--- src/rtl/tdc_readout_sequencer.sv ---
// tdc_readout_sequencer: per-event TDC controller. A trigger fires one START
// pulse, an acceptance window captures one hit per channel into a pending
// slot, a round-robin arbiter drains hits into a single output register, and
// every event closes with a trailer word carrying hit count and event number.
module tdc_readout_sequencer #(
  parameter int N_CH    = 4,
  parameter int TIME_W  = 8,
  parameter int WIN_LEN = 64
) (
  input  logic                   CLK,
  input  logic                   RST,
  input  logic                   TRIG,
  output logic                   BUSY,
  output logic                   TDC_START,
  input  logic [N_CH*TIME_W-1:0] TDC_TIME,
  input  logic [N_CH-1:0]        TDC_VALID,
  output logic [TIME_W+7:0]      OUT_DATA,
  output logic                   OUT_VALID,
  input  logic                   OUT_READY,
  output logic                   OUT_LAST,
  output logic [TIME_W-1:0]      EVT_CNT
);

  localparam int PTR_W  = (N_CH > 1) ? $clog2(N_CH) : 1;
  localparam int CAND_W = PTR_W + 1;
  localparam int WIN_W  = 16;
  localparam int WORD_W = TIME_W + 8;

  typedef enum logic [1:0] {
    S_IDLE    = 2'd0,
    S_WINDOW  = 2'd1,
    S_DRAIN   = 2'd2,
    S_TRAILER = 2'd3
  } state_t;

  state_t              state_q, state_d;
  logic [WIN_W-1:0]    win_cnt_q, win_cnt_d;
  logic [3:0]          hit_cnt_q, hit_cnt_d;
  logic [TIME_W-1:0]   evt_cnt_q, evt_cnt_d;
  logic [PTR_W-1:0]    ptr_q, ptr_d;
  logic [N_CH-1:0]     pend_q, pend_d;
  logic [N_CH-1:0]     ovf_q, ovf_d;
  logic [TIME_W-1:0]   time_q [N_CH];
  logic [TIME_W-1:0]   time_d [N_CH];
  logic [WORD_W-1:0]   out_data_q, out_data_d;
  logic                out_valid_q, out_valid_d;
  logic                out_last_q, out_last_d;

  logic                in_window;
  logic                out_xfer;
  logic                out_free;
  logic [N_CH-1:0]     req;
  logic [CAND_W-1:0]   cand;
  logic [PTR_W-1:0]    cand_idx;
  logic                gnt_found;
  logic [PTR_W-1:0]    gnt_idx;
  logic [TIME_W-1:0]   gnt_time;
  logic                gnt_ovf;
  logic                hit_load;

  assign in_window = (state_q == S_WINDOW);
  assign out_xfer  = out_valid_q && OUT_READY;
  assign out_free  = !out_valid_q || OUT_READY;
  // A hit arriving this cycle competes directly, so an idle output register
  // can take it on the capture edge without a pending-slot detour.
  assign req       = pend_q | (TDC_VALID & {N_CH{in_window}});

  // Round-robin arbiter: lowest requesting index at or after the pointer.
  always_comb begin
    // NOTE: every combinational output gets a default first so no latch is inferred.
    gnt_found = 1'b0;
    gnt_idx   = '0;
    gnt_time  = '0;
    gnt_ovf   = 1'b0;
    cand      = '0;
    cand_idx  = '0;
    for (int k = 0; k < N_CH; k++) begin
      cand = {1'b0, ptr_q} + CAND_W'(k);
      if (cand >= CAND_W'(N_CH)) cand = cand - CAND_W'(N_CH);
      cand_idx = cand[PTR_W-1:0];
      if (!gnt_found && req[cand_idx]) begin
        gnt_found = 1'b1;
        gnt_idx   = cand_idx;
        if (pend_q[cand_idx]) begin
          gnt_time = time_q[cand_idx];
          gnt_ovf  = ovf_q[cand_idx];
        end else begin
          gnt_time = TDC_TIME[cand_idx*TIME_W +: TIME_W];
          gnt_ovf  = 1'b0;
        end
      end
    end
  end

  assign hit_load = gnt_found && out_free &&
                    ((state_q == S_WINDOW) || (state_q == S_DRAIN));

  // Next-state, capture, output-register and counter logic.
  always_comb begin
    state_d     = state_q;
    win_cnt_d   = win_cnt_q;
    hit_cnt_d   = hit_cnt_q;
    evt_cnt_d   = evt_cnt_q;
    ptr_d       = ptr_q;
    pend_d      = pend_q;
    ovf_d       = ovf_q;
    time_d      = time_q;
    out_data_d  = out_data_q;
    out_valid_d = out_valid_q;
    out_last_d  = out_last_q;

    if (out_xfer) begin
      out_valid_d = 1'b0;
      out_last_d  = 1'b0;
    end

    if (hit_load) begin
      out_data_d  = {1'b0, gnt_ovf, 3'b000, 3'(gnt_idx), gnt_time};
      out_valid_d = 1'b1;
      out_last_d  = 1'b0;
      ptr_d       = (gnt_idx == PTR_W'(N_CH - 1)) ? '0 : gnt_idx + 1'b1;
      if (hit_cnt_q != 4'd15) hit_cnt_d = hit_cnt_q + 4'd1;
      pend_d[gnt_idx] = 1'b0;
      ovf_d[gnt_idx]  = 1'b0;
    end

    // Per-channel capture; a granted slot frees up in time for a new hit.
    for (int i = 0; i < N_CH; i++) begin
      if (in_window && TDC_VALID[i]) begin
        if (hit_load && (gnt_idx == PTR_W'(i)) && !pend_q[i]) begin
          // Hit went straight to the output register.
        end else if (!pend_q[i] || (hit_load && (gnt_idx == PTR_W'(i)))) begin
          pend_d[i] = 1'b1;
          ovf_d[i]  = 1'b0;
          time_d[i] = TDC_TIME[i*TIME_W +: TIME_W];
        end else begin
          ovf_d[i]  = 1'b1;
        end
      end
    end

    unique case (state_q)
      S_IDLE: begin
        if (TRIG) begin
          state_d   = S_WINDOW;
          win_cnt_d = '0;
          hit_cnt_d = '0;
        end
      end
      S_WINDOW: begin
        if (win_cnt_q == WIN_W'(WIN_LEN - 1)) state_d = S_DRAIN;
        else                                  win_cnt_d = win_cnt_q + 1'b1;
      end
      S_DRAIN: begin
        if ((pend_q == '0) && out_free) begin
          out_data_d  = {1'b1, 3'b000, hit_cnt_q, evt_cnt_q};
          out_valid_d = 1'b1;
          out_last_d  = 1'b1;
          state_d     = S_TRAILER;
        end
      end
      S_TRAILER: begin
        if (out_xfer) begin
          evt_cnt_d = evt_cnt_q + 1'b1;
          state_d   = S_IDLE;
        end
      end
      default: state_d = S_IDLE;
    endcase
  end

  // Control and output registers; reset discards the event in flight.
  always_ff @(posedge CLK or posedge RST) begin
    if (RST) begin
      state_q     <= S_IDLE;
      win_cnt_q   <= '0;
      hit_cnt_q   <= '0;
      evt_cnt_q   <= '0;
      ptr_q       <= '0;
      pend_q      <= '0;
      ovf_q       <= '0;
      out_data_q  <= '0;
      out_valid_q <= 1'b0;
      out_last_q  <= 1'b0;
    end else begin
      // NOTE: non-blocking assignments so every flop samples pre-edge values.
      state_q     <= state_d;
      win_cnt_q   <= win_cnt_d;
      hit_cnt_q   <= hit_cnt_d;
      evt_cnt_q   <= evt_cnt_d;
      ptr_q       <= ptr_d;
      pend_q      <= pend_d;
      ovf_q       <= ovf_d;
      out_data_q  <= out_data_d;
      out_valid_q <= out_valid_d;
      out_last_q  <= out_last_d;
    end
  end

  // Per-channel time holders.
  // NOTE: time_q is only read when its pend_q bit is set, so it needs no reset.
  always_ff @(posedge CLK) begin
    time_q <= time_d;
  end

  assign BUSY      = (state_q != S_IDLE);
  assign TDC_START = (state_q == S_WINDOW) && (win_cnt_q == '0);
  assign OUT_DATA  = out_data_q;
  assign OUT_VALID = out_valid_q;
  assign OUT_LAST  = out_last_q;
  assign EVT_CNT   = evt_cnt_q;

endmodule
--- config.mk ---
export PLATFORM = sky130hd
export DESIGN_NAME = tdc_readout_sequencer
export DESIGN_NICKNAME = d
export VERILOG_FILES = /design/src/rtl/tdc_readout_sequencer.sv
export SDC_FILE = /design/constraint.sdc
export NUM_CORES = 1
export LEC_CHECK = 0
export ABC_AREA = 0
export CAP_MARGIN = 20
export CORE_ASPECT_RATIO = 1.2
export CORE_MARGIN = 2
export CORE_UTILIZATION = 36
export DETAILED_ROUTE_END_ITERATION = 10
export PLACE_DENSITY = 0.55
export SYNTH_ARGS = -nofsm -noshare
export SYNTH_HDL_FRONTEND = slang
export SYNTH_SLANG_ARGS = --single-unit
--- constraint.sdc ---
create_clock -name CLK -period 4.45 [get_ports CLK]
set_clock_uncertainty 0.05 [all_clocks]
set_input_delay 1.335 -clock CLK [delete_from_list [all_inputs] [get_ports CLK]]
set_output_delay 1.335 -clock CLK [all_outputs]
set_load 0.005 [all_outputs]
-- Yosys cells after proc, flatten, opt, wreduce, memory -nomap -nowiden
Cells that the tools add are included.
- bits in registers: 90
- input bits: 40
- output and inout bits: 28
- add/sub/neg operators: 11
- magnitude comparators: 14
- equal/unequal tests: 13
- shifts and indexed selects: 4
- muxes and demuxes: 116
- bitwise logic cells: 13
- reductions and logical operators: 48
- operators by type and width (operator ; number):
    8-bit 2-to-1 mux ; 16
    32-bit by 6-bit variable part select with 8-bit output ; 4
    16-bit 2-to-1 mux ; 5
    8-bit binary-select mux with 2-bit select ; 4
    1-bit 2-to-1 mux ; 57
    16-bit one-hot mux with 2 select lines ; 1
    2-bit 2-to-1 mux ; 13
    1-bit binary-select mux with 2-bit select ; 12
    4-bit 2-to-1 mux ; 6
    3-bit greater-or-equal comparator (second input constant) ; 7
    1-bit logical AND ; 21
    16-bit by 1-bit adder with 16-bit output (second input constant) ; 1
    16-bit by 6-bit == test with 1-bit output (second input constant) ; 1
    16-bit zero test ; 1
    2-bit by 3-bit < comparator with 1-bit output (second input constant) ; 5
    3-bit AND reduction ; 5
    4-bit AND ; 3
    2-bit inverter with 3-bit output ; 4
    8-bit by 1-bit adder with 8-bit output (second input constant) ; 1
    2-bit == test (second input constant) ; 4
    1-bit zero test ; 8
    2-bit one-hot mux with 4 select lines ; 1
    2-bit by 1-bit subtractor with 2-bit output (second input constant) ; 4
    2-bit by 2-bit adder with 3-bit output (second input constant) ; 2
    other kinds (19) ; 33

-- Longest topological paths before layout
- depth after elaboration: 25
- mapped depth: 12

-- Least setup slack after synthesis
OpenSTA, ideal clock, no wires.
- path kind: input port to flip-flop
- start: input port TDC_VALID[2]
- end: register time_q[10] in the netlist's numbering, enable pin
- setup time: 0.384 ns
- data arrival time: 3.050 ns
- required time: 4.016 ns
- slack: 0.966 ns
- stages: 7
- buffers on the path: 0
- cell sequence: a21oi_2 > a211oi_4 > a211o_4 > inv_4 > nor4_4 > inv_2 > o21ai_0
- longest elaborated chain between the ends: 20
- RTL lines (item ; RTL line ; text):
    start: declaration ; 16 ; input logic [N_CH-1:0] TDC_VALID,
    4-bit AND ; 66 ; assign req = pend_q | (TDC_VALID & {N_CH{in_window}});
    4-bit OR ; 66 ;
    1-bit binary-select mux with 2-bit select ; 81 ; if (!gnt_found && req[cand_idx]) begin
    1-bit 2-to-1 mux (implied by the code) ; 81 ;
    1-bit 2-to-1 mux ; 81 ;
    1-bit zero test ; 81 ;
    1-bit logical AND ; 81 ;
    1-bit 2-to-1 mux ; 81 ;
    [... 3 more ...] ; -- ;
    1-bit zero test ; 81 ;
    1-bit logical AND ; 81 ;
    1-bit 2-to-1 mux ; 81 ;
    1-bit logical AND (2 in a row) ; 95 ; assign hit_load = gnt_found && out_free &&
    1-bit logical AND ; 130, 132 ;
    1-bit logical AND ; 130 ; if (hit_load && (gnt_idx == PTR_W'(i)) && !pend_q[i]) begin
    1-bit inverter (no line) ; -- ;
    3-bit AND reduction (no line) (*) ; -- ;
    end signal: assignment ; 203 ; time_q <= time_d;
    end: declaration ; 43 ; logic [TIME_W-1:0] time_q [N_CH];
Every way passes the cells marked *; elsewhere a longest branch is shown, timed or not. The select of a mux whose other input is x is not followed.
A chain may end at the register's enable or synchronous reset.

-- Worst setup path in the final report
- start: register state_q[1]
- end: output port TDC_START
- longest elaborated chain between the ends: 2
- RTL lines (item ; RTL line ; text):
    start: declaration ; 36 ; state_t state_q, state_d;
    start signal: assignment ; 187 ; state_q <= state_d;
    2-bit by 1-bit == test with 1-bit output ; 207 ; assign TDC_START = (state_q == S_WINDOW) && (win_cnt_q == '0);
    1-bit logical AND ; 207 ;
    end: declaration ; 14 ; output logic TDC_START,
No other way between the ends.

==> out/qor.csv <==
metric;value;unit
nNetsFinal;665;
grt_setup_unrepaired;no;
core-area;16900;um2
netlist_instances;558;
synth_ff_type;dfrtp_1;
placed_area;7050;um2
antenna_found_initial;0;
area_growth;17.4;%
final_antenna_net_count;0;
hold_viol;0;
clk_latency;0.36;ns
cpPeakStageDelay;0.64;ns
holdBufCountCts;0;
clock_path_buffers;2;
syn_area;6240;um2
holdPathEnd;OUT_DATA[15];
clk_pin_slew;0.07;ns
ys_ff_latch;90;
drc_errors;0;
numCtsBuffers;9;
worstPathRequired;3.06;ns
num_vias;4879;
p_leak;2.95;nW
fin_crit_sh;84.4;%
cpMaxStageDelayCell;ha_1;
holdCritStartpoint;OUT_DATA[15];
end_kind;output pin;
routed_wl;17800;um
overflow;0;
initial_core_util;36.9;%
p_per_area;561;nW/um2
track_usage;20.1;%
max_cap_violations;0;
fin_crit;3.76;ns
worstMarginPinSlew;0.998;ns
cts_resized;0;
timing.slew.headroom;33.2;%
r2r_end;time_q[20];
reg2reg_depth;11;
path_class;reg2out;
syn_nets;608;
finalSetupTns;0;ns
drt_iter0_drc;454;
cpLargestDelayFamily;buffers and inverters;
peakVddDrop;0.230;mV
yosysSeqAreaShare;38.7;%
post_synth.cell_area_avg;11.2;um2
root_buffer;clkbuf_16;
crit_path_cell_trace;inv_1 -> ha_1 -> nand3_1 -> nor2_1 -> clkdlybuf4s50_1;
layout.cells.non_filler;836;
n_antenna_cell;0;
post_route_cells_drive_above_1_share;13.9;%
gp_congestion;0.826;
reg2reg_from;state_q[1];
r2r_slack;1.05;ns
post_cts_buffers;0;
cts_max_level;3;
die_area;18400;um2
firstDrtPassIters;5;
stdcell_area;7320;um2
setup_viol;0;
rows;52;
slew_viol_final;0;
post-place-cells;820;
max_freq;0.266;GHz
grt_pass1_vias;5116;
io_buffer_count;67;
synthArstFlopShare;64.4;%
cp_num_buf_inv;2;
synth-edff-count;32;
min_delay_path_depth;2;
min_path_type;reg2reg;
synth_warnings;0;
outcome;finished clean;
die_y;148;um
synth_cell_types;68;
cts.sinks;90;
worstPathArrival;2.37;ns
grt_max_degree;56;
die_x;124;um
crit_fanout;21;
dpl.hpwl;12800;um
cts_tree;done;
start_kind;register;
routedWlPerCell;21.3;um
total_power;0.00411;W
grt_pass1_wl;27800;um
num_io_pins;68;
routed_via_density;5.84;
[metal layers]
layer  GRT usage (%)  wire [um]  share of wire (%)
met1            24.0       7080                 40
met4            9.04        506                2.8
met5               0          0                  0
met2            34.5       9210                 52
met3            4.06        981                5.5
[cells in the final DEF (no fill, tap or decap), types with 13 or more instances in the layout]
cell	Yosys	layout
nor2_1	35	35
a21oi_1	15	15
dfrtp_1	58	57
nand3_1	19	19
o21ai_0	16	16
mux4_2	24	24
edfxtp_1	32	32
buf_4	8	14
xor2_1	13	13
nand2_1	51	51
inv_1	15	14
clkdlybuf4s50_1	0	67
mux2i_1	87	87
[area by class of cell]
cell class	instances	area, um2
Fill cell	1615	9590
Multi-Input combinational cell	416	3520
Sequential cell	90	2420
Timing Repair Buffer	81	776
Tap cell	216	270
Clock buffer	9	225
Inverter	17	66.3
Clock inverter	7	45.0
[Yosys cell counts (3+ instances only)]
master | count | share of area (%)
a221oi_1 | 3 | 0.42
o211ai_1 | 3 | 0.36
nand2_1 | 51 | 3.1
clkbuf_1 | 5 | 0.30
a211oi_1 | 3 | 0.36
nor4_1 | 4 | 0.40
xor2_1 | 13 | 1.8
a21oi_1 | 15 | 1.2
or3_1 | 4 | 0.40
mux2_2 | 4 | 0.72
nor2_1 | 35 | 2.1
nor2b_1 | 4 | 0.40
xnor2_1 | 8 | 1.1
o31a_1 | 9 | 1.3
mux4_2 | 24 | 8.7
inv_1 | 15 | 0.90
buf_6 | 8 | 1.4
buf_4 | 8 | 0.96
ha_1 | 10 | 2.0
and2_1 | 7 | 0.70
a21o_1 | 5 | 0.60
dfrtp_1 | 58 | 23
nor3_1 | 12 | 0.96
o21ai_0 | 16 | 1.3
a222oi_1 | 8 | 1.3
mux2i_1 | 87 | 14
nand4_1 | 8 | 0.80
a22oi_2 | 8 | 1.6
o221ai_1 | 8 | 1.1
edfxtp_1 | 32 | 15
and3_1 | 6 | 0.60
maj3_1 | 3 | 0.48
buf_2 | 12 | 0.96
nand3_1 | 19 | 1.5
[per-stage QoR]
step,worst slack (ns),hold WS (ns),util [%]
6_report,0.693,0.437,43.3
5_1_grt,0.488,0.484,43.3
4_1_cts,0.667,0.442,43.3
3_5_place_dp,0.327,0.426,41.7
3_3_place_gp,0.402,0.418,41.7
2_1_floorplan,0.966,0.421,-
[registers in the layout, indices dropped and copies added (netlist names)]
signal     cells
EVT_CNT        8
OUT_DATA      16
OUT_LAST       1
OUT_VALID      1
hit_cnt_q      4
ovf_q          4
pend_q         4
ptr_q          2
state_q        2
time_q        32
win_cnt_q     16
[worst register-to-register path, stage by stage (launching register included)]
cell and delay, ns:
dfrtp_1 0.42, inv_1 0.13, ha_1 0.64, a21o_1 0.33, a21oi_1 0.09, o32ai_2 0.39
nor2_1 0.18, inv_1 0.08, ha_1 0.15, nand2_1 0.08, xor2_1 0.13, and2_1 0.38
[worst max path at each step]
stage          slack, ns          from  cells past startpoint          to
2_1_floorplan       0.97  TDC_VALID[2]                      7  time_q[10]
3_3_place_gp        0.40  TDC_VALID[0]                     10  time_q[16]
3_5_place_dp        0.33  TDC_VALID[0]                     10  time_q[19]
4_1_cts             0.67    state_q[1]                      5   TDC_START
5_1_grt             0.49  TDC_VALID[0]                     10  time_q[20]
6_report            0.69    state_q[1]                      5   TDC_START
[kinds of logic after synthesis]
| logic type | share of synthesized area (%) |
|---|---|
| mux | 24.5 |
| flops | 38.7 |
| simple gates | 12.8 |
| xor+xnor | 2.95 |
| fa+ha+maj | 2.67 |
| compound gates | 13.6 |
| buf+inv | 4.85 |
[power breakdown]
| part | switching [W] | leakage [nW] | internal, W |
|---|---|---|---|
| Clock | 0.000347 | 0.127 | 0.000377 |
| Combinational | 0.00105 | 1.82 | 0.00105 |
| Sequential | 0.000251 | 1.00 | 0.00104 |
(Power assumes the default switching activity.)
